### src/rtl/traffic_pkg.sv
// Shared types and lamp encodings for the traffic phase controller.
//   phase_e  : signal phase, GREEN=0, YELLOW=1, ALLRED=2
//   LAMP_*   : one-hot {R,Y,G} lamp group values
//   lamp_for : lamp group for one direction given phase and ownership
package traffic_pkg;

    typedef enum logic [1:0] {
        GREEN  = 2'd0,
        YELLOW = 2'd1,
        ALLRED = 2'd2
    } phase_e;

    localparam logic [2:0] LAMP_R = 3'b100;
    localparam logic [2:0] LAMP_Y = 3'b010;
    localparam logic [2:0] LAMP_G = 3'b001;

    // Only the direction holding right of way leaves red, and never in ALLRED.
    function automatic logic [2:0] lamp_for(input phase_e ph, input logic owner);
        logic [2:0] lamp;
        lamp = LAMP_R;
        if (owner && ph == GREEN) begin
            lamp = LAMP_G;
        end else if (owner && ph == YELLOW) begin
            lamp = LAMP_Y;
        end
        return lamp;
    endfunction

endpackage

### src/rtl/tick_prescaler.sv
// Divides clk down to a one-cycle tick every CLK_DIV enabled cycles.
//   clk    : system clock
//   rst    : asynchronous active-low reset
//   en     : count enable; when low the count holds and no tick is produced
//   tick_c : combinational tick, high in the cycle the count wraps
module tick_prescaler #(
    parameter int unsigned CLK_DIV = 50000000
) (
    input  logic clk,
    input  logic rst,
    input  logic en,
    output logic tick_c
);

    localparam int unsigned CW = (CLK_DIV > 1) ? $clog2(CLK_DIV) : 1;
    localparam logic [CW-1:0] LAST = CW'(CLK_DIV - 1);

    logic [CW-1:0] cnt_q;

    // Gating with en makes a freeze win over a coinciding wrap.
    assign tick_c = en && (cnt_q == LAST);

    // Free-running modulo-CLK_DIV count
    always_ff @(posedge clk or negedge rst) begin
        if (!rst) begin
            cnt_q <= '0;
        end else if (en) begin
            cnt_q <= tick_c ? '0 : cnt_q + CW'(1);
        end
    end

endmodule

### src/rtl/traffic_phase_ctrl.sv
// Rotating traffic-light phase controller: GREEN -> YELLOW -> ALLRED per
// direction, handing right of way to the next direction after ALLRED.
// Optional pedestrian shortening of green is built when TRAFFIC_PED_REQ_EN
// is defined; otherwise ped_req is present but has no effect.
//   clk     : system clock
//   rst     : asynchronous active-low reset
//   pause   : level freeze of prescaler, timer, phase, dir and lamps
//   ped_req : pedestrian request (level)
//   light   : registered lamps, direction d at [3d+2:3d] = {R,Y,G}
//   dir     : direction holding right of way
//   remain  : ticks left in the current phase
//   phase   : current phase (GREEN=0, YELLOW=1, ALLRED=2)
module traffic_phase_ctrl
    import traffic_pkg::*;
#(
    parameter int unsigned NUM_DIR   = 2,
    parameter int unsigned CLK_DIV   = 50000000,
    parameter int unsigned GREEN_S   = 20,
    parameter int unsigned YELLOW_S  = 3,
    parameter int unsigned ALLRED_S  = 1,
    parameter int unsigned PED_MIN_S = 5,
    localparam int unsigned DIR_W    = ($clog2(NUM_DIR) > 1) ? $clog2(NUM_DIR) : 1,
    localparam int unsigned MAX_S    = (GREEN_S > YELLOW_S)
                                       ? ((GREEN_S > ALLRED_S) ? GREEN_S : ALLRED_S)
                                       : ((YELLOW_S > ALLRED_S) ? YELLOW_S : ALLRED_S),
    localparam int unsigned CNT_W    = $clog2(MAX_S + 1)
) (
    input  logic                 clk,
    input  logic                 rst,
    input  logic                 pause,
    input  logic                 ped_req,
    output logic [3*NUM_DIR-1:0] light,
    output logic [DIR_W-1:0]     dir,
    output logic [CNT_W-1:0]     remain,
    output logic [1:0]           phase
);

    localparam int unsigned LW = 3 * NUM_DIR;
    localparam logic [LW-1:0] RESET_LIGHT = {{(NUM_DIR - 1){LAMP_R}}, LAMP_G};

    phase_e           phase_q, phase_d;
    logic [DIR_W-1:0] dir_q, dir_d;
    logic [CNT_W-1:0] rem_q, rem_d;
    logic [LW-1:0]    light_q, light_d;
    logic             run_c;
    logic             tick_c;
    logic             ped_hit_c;

    assign run_c = !pause;

    tick_prescaler #(
        .CLK_DIV (CLK_DIV)
    ) u_prescaler (
        .clk    (clk),
        .rst    (rst),
        .en     (run_c),
        .tick_c (tick_c)
    );

`ifdef TRAFFIC_PED_REQ_EN
    // Shorten green only when it would actually shorten it.
    assign ped_hit_c = ped_req && run_c && (phase_q == GREEN)
                       && (rem_q > CNT_W'(PED_MIN_S));
`else
    // Port kept so both builds share one interface.
    logic ped_unused;
    assign ped_unused = ped_req;
    assign ped_hit_c  = 1'b0;
`endif

    // State register
    always_ff @(posedge clk or negedge rst) begin
        if (!rst) begin
            phase_q <= GREEN;
            dir_q   <= '0;
            rem_q   <= CNT_W'(GREEN_S);
            light_q <= RESET_LIGHT;
        end else begin
            phase_q <= phase_d;
            dir_q   <= dir_d;
            rem_q   <= rem_d;
            light_q <= light_d;
        end
    end

    // Next state, phase timer and lamp decode
    always_comb begin
        phase_d = phase_q;
        dir_d   = dir_q;
        rem_d   = rem_q;
        light_d = '0;

        // Pedestrian load takes priority over a coinciding decrement.
        if (ped_hit_c) begin
            rem_d = CNT_W'(PED_MIN_S);
        end else if (tick_c) begin
            if (rem_q > CNT_W'(1)) begin
                rem_d = rem_q - CNT_W'(1);
            end else begin
                case (phase_q)
                    GREEN: begin
                        phase_d = YELLOW;
                        rem_d   = CNT_W'(YELLOW_S);
                    end
                    YELLOW: begin
                        phase_d = ALLRED;
                        rem_d   = CNT_W'(ALLRED_S);
                    end
                    default: begin
                        phase_d = GREEN;
                        rem_d   = CNT_W'(GREEN_S);
                        dir_d   = (dir_q == DIR_W'(NUM_DIR - 1)) ? '0 : dir_q + DIR_W'(1);
                    end
                endcase
            end
        end

        // Lamps follow the next phase/dir so they stay aligned with phase.
        for (int unsigned d = 0; d < NUM_DIR; d++) begin
            light_d[3*d +: 3] = lamp_for(phase_d, dir_d == DIR_W'(d));
        end
    end

    assign light  = light_q;
    assign dir    = dir_q;
    assign remain = rem_q;
    assign phase  = phase_q;

endmodule
### config.mk
export PLATFORM = sky130hd
export DESIGN_NAME = traffic_phase_ctrl
export DESIGN_NICKNAME = d
export VERILOG_FILES = /design/src/rtl/traffic_pkg.sv /design/src/rtl/tick_prescaler.sv /design/src/rtl/traffic_phase_ctrl.sv
export SDC_FILE = /design/constraint.sdc
export NUM_CORES = 1
export LEC_CHECK = 0
export CAP_MARGIN = 20
export CORE_ASPECT_RATIO = 1.25
export CORE_MARGIN = 5
export CORE_UTILIZATION = 55
export CTS_CLUSTER_SIZE = 30
export DETAILED_ROUTE_END_ITERATION = 8
export GPL_TIMING_DRIVEN = 0
export PLACE_DENSITY_LB_ADDON = 0.05
export SKIP_LAST_GASP = 1
export SYNTH_ARGS = -nofsm -noshare
export SYNTH_HDL_FRONTEND = slang
export SYNTH_SLANG_ARGS = --single-unit
export TNS_END_PERCENT = 1
### constraint.sdc
create_clock -name clk -period 3.26 [get_ports clk]
set_input_delay 0.652 -clock clk [delete_from_list [all_inputs] [get_ports clk]]
set_output_delay 0.652 -clock clk [all_outputs]
set_load 0.05 [all_outputs]
==> summary.txt <==
Synth
  • Top post-synthesis cells by area: dfrtp_1 43%, dfstp_2 5.1%, o31ai_1 4.0%, xor2_1 3.4%, or4_1 3.3%
  • Largest family of logic cells by synthesized area: simple AND/OR/NAND/NOR gates
  • Number of synthesized flops with an enable pin: 0
  • FF+latch count, synth: 40
  • Synthesized area per cell: 9.91 um^2
  • XOR/XNOR Fraction of Synth Area: 6.34%
  • Register area share after synthesis: 48.6%
  • Synth Instances: 209
  • Synth area leader: dfrtp_1
  • Compound-Gate Fraction of Synth Area: 12.7%
  • Top_reg_cell synth: dfrtp_1
  • Post-synthesis mux area share: 1.99%
  • Synthesized cell area: 2070 um^2
  • Synth cell types: 43
  • Post-Synth Adder-Cell Area: 1.81%
  • Synth warn: 0
  • Simple-Gate Fraction of Synth Area: 25.8%
  • Synth top area share: 43.5%
  • Async SR Flop Fraction: 100%
  • Synthesized Nets: 216

Global route
  • Largest net degree at the start of global routing: 41
  • Initial antenna violation count: 0
  • Grt total ovfl: 0
  • Global-route wire length before repair: 7600 um
  • Vias in the first global route: 1644
  • All-Layer GR Usage: 19.1%

Drt
  • Pre-antenna DRT Iters: 5
  • Detailed-route wire length: 4370 um
  • Post-route ant nets: 0
  • WL per Instance: 16.0 um
  • DR DRC count: 0
  • Mean number of vias per cell: 6.26
  • Vias: 1708
  • DRT iter0 DRCs: 114

Worst setup path
  • CP top delay family: buffers and inverters
  • Arr. time, crit path: 2.95 ns
  • Cell at the slowest stage of the critical path: or4_1
  • CP Buf/Inv Count: 3
  • CP required: 3.47 ns
  • Worst setup EP type: register
  • Critical path, cell by cell: clkdlybuf4s50_1, and4b_1, clkbuf_1, nand3_1, clkbuf_1, or4_1, a21oi_1
  • CP Max Fanout: 10
  • Type of origin of the critical path: primary input
  • Most frequent CP cell: clkbuf_1
  • Register-to-register path setup slack: 0.75 ns
  • Reg2Reg Capture Point: u_prescaler.cnt_q[22]$_DFFE_PN0N_
  • R2R depth: 5
  • CP max stage delay: 0.53 ns
  • Reg-to-Reg Start: u_prescaler.cnt_q[8]$_DFFE_PN0N_
  • Kind of critical path: primary input to register

Layout
  • Fin nets: 239
  • Final Non-Filler Cells: 273
  • Proportion of layout cells with a drive suffix above 1: 9.87%
  • Area Growth Syn to Fin: 14.4%
  • Leading cell type in the layout, fill and taps excluded: dfrtp_1
  • Diode count: 0
  • Commonest non-fill, non-tap cells in the layout: 36 x dfrtp_1, 16 x nand2_1, 15 x clkdlybuf4s50_1

CTS
  • Clock buffer depth: 2
  • TritonCTS buffer count: 5
  • CTS Hold Bufs: 0
  • Root Driver: clkbuf_8
  • Htree depth: 2
  • CTS tree: done
  • # resized after CTS: 0
  • Clk sinks: 40
  • Clock transition at the registers of the reported paths: 0.07 ns
  • Worst skew pair latency: 0.29 ns
  • Setup bufs post-CTS: 0

Timing
  • Endpoints failing hold: 0
  • WHS: 0.460 ns
  • Finish-stage setup viols: 0
  • Clock skew: 0.00344 ns
  • Max Fclk: 0.365 GHz
  • Final min period: 2.74 ns
  • RSZ-0062 raised after global routing: false
  • Least-Margin Pin Slew: 0.835 ns
  • Setup TNS: 0 ns
  • Final critical-path share of the clock period: 83.9%
  • Final slew viol count: 0
  • Rel. slew slack: 44.3%

Die
  • Total die area: 5100 um^2
  • I/O pins: 18
  • Die width: 64.9 um
  • Die Y: 78.6 um
  • FP Rows: 25
  • Core area: 3720 um^2
  • Starting density of the core: 55.7%

Placed design
  • Detailed-placement wirelength estimate: 3140 um
  • Placed Cells: 265
  • RD Place Congestion: 0.862
  • Number of buffers inserted by port buffering: 16

Status
  • Status: finished clean

Min path
  • Hold WC Path Type: primary input to asynchronous set/reset pin

Power
  • Leak Pwr: 0.978 nW
  • Worst IR drop on VDD: 243 uV
  • Pwr/cell area: 413 nW/um^2
  • Total chip power: 0.980 mW

Job
  • Max Cap Viol: 0
-- stage by stage --
stage | util, % | instance area [um^2] | setup WS (ns)
floorplan | - | 2070 | 1.03
global placement | 61.3 | 2280 | 0.270
detailed placement | 61.2 | 2280 | 0.247
CTS | 63.7 | 2370 | 0.546
global route | 63.7 | 2370 | 0.331
finish | 63.7 | 2370 | 0.523
-- registers in the layout, summed over array words and instances, names as in the netlist --
signal / flops
phase: 2
light: 6
remain: 5
u_prescaler.cnt_q: 26
dir: 1
-- cell type report --
cell class	instances	area, um^2
fill	316	1350
multi-input combinational	154	1010
sequential	40	1010
timing repair buffer	16	155
clock buffer	6	82.6
tap	40	50.0
inverter	8	30.0
buffer	7	28.8
clock inverter	2	10.0
-- routing by layer --
layer / track usage [%] / up-vias / wire, um
met5: 0 / - / 0
met2: 34.3 / 35 / 2280
met4: 6.98 / 0 / 47
met1: 21.9 / 842 / 1880
li1: - / 825 / -
met3: 4.01 / 6 / 156
-- where the power goes --
part           total, mW  internal [mW]  switching [mW]
Clock              0.335          0.169           0.166
Sequential         0.564          0.527          0.0376
Combinational     0.0809         0.0343          0.0466
-- synthesized netlist by cell type (3+ instances only) --
| master | count |
|---|---|
| mux2i_1 | 3 |
| xnor2_1 | 7 |
| nand4_1 | 8 |
| a21oi_1 | 11 |
| dfrtp_1 | 36 |
| o31ai_1 | 11 |
| nand3_1 | 13 |
| o21ai_0 | 7 |
| and4_1 | 3 |
| or4_1 | 9 |
| o21bai_1 | 3 |
| dfstp_2 | 4 |
| nand2_1 | 16 |
| ha_1 | 3 |
| nor4_1 | 4 |
| clkbuf_1 | 5 |
| xor2_1 | 8 |
| inv_1 | 8 |
| nor2_1 | 12 |
| nor3_1 | 6 |
-- how the worst max path moves through the flow --
stage	from	slack (ns)	cells past startpoint	end
finish	pause	0.52	7	u_prescaler.cnt_q[23]$_DFFE_PN0N_
global route	pause	0.33	7	u_prescaler.cnt_q[15]$_DFFE_PN0N_
CTS	pause	0.55	7	u_prescaler.cnt_q[23]$_DFFE_PN0N_
detailed placement	pause	0.25	7	u_prescaler.cnt_q[23]$_DFFE_PN0N_
global placement	pause	0.27	7	u_prescaler.cnt_q[23]$_DFFE_PN0N_
floorplan	u_prescaler.cnt_q[8]$_DFFE_PN0N_	1.03	4	phase[0]$_DFF_PN0_
-- cells by family (layout without fill, tap and decap cells) --
logic type | Yosys count | count (layout)
simple gates | 91 | 91
compound gates | 41 | 41
flops | 40 | 40
xor+xnor | 15 | 15
buf+inv | 15 | 39
mux | 4 | 4
fa+ha+maj | 3 | 3
No activity file was read; power rests on OpenSTA's default activity.
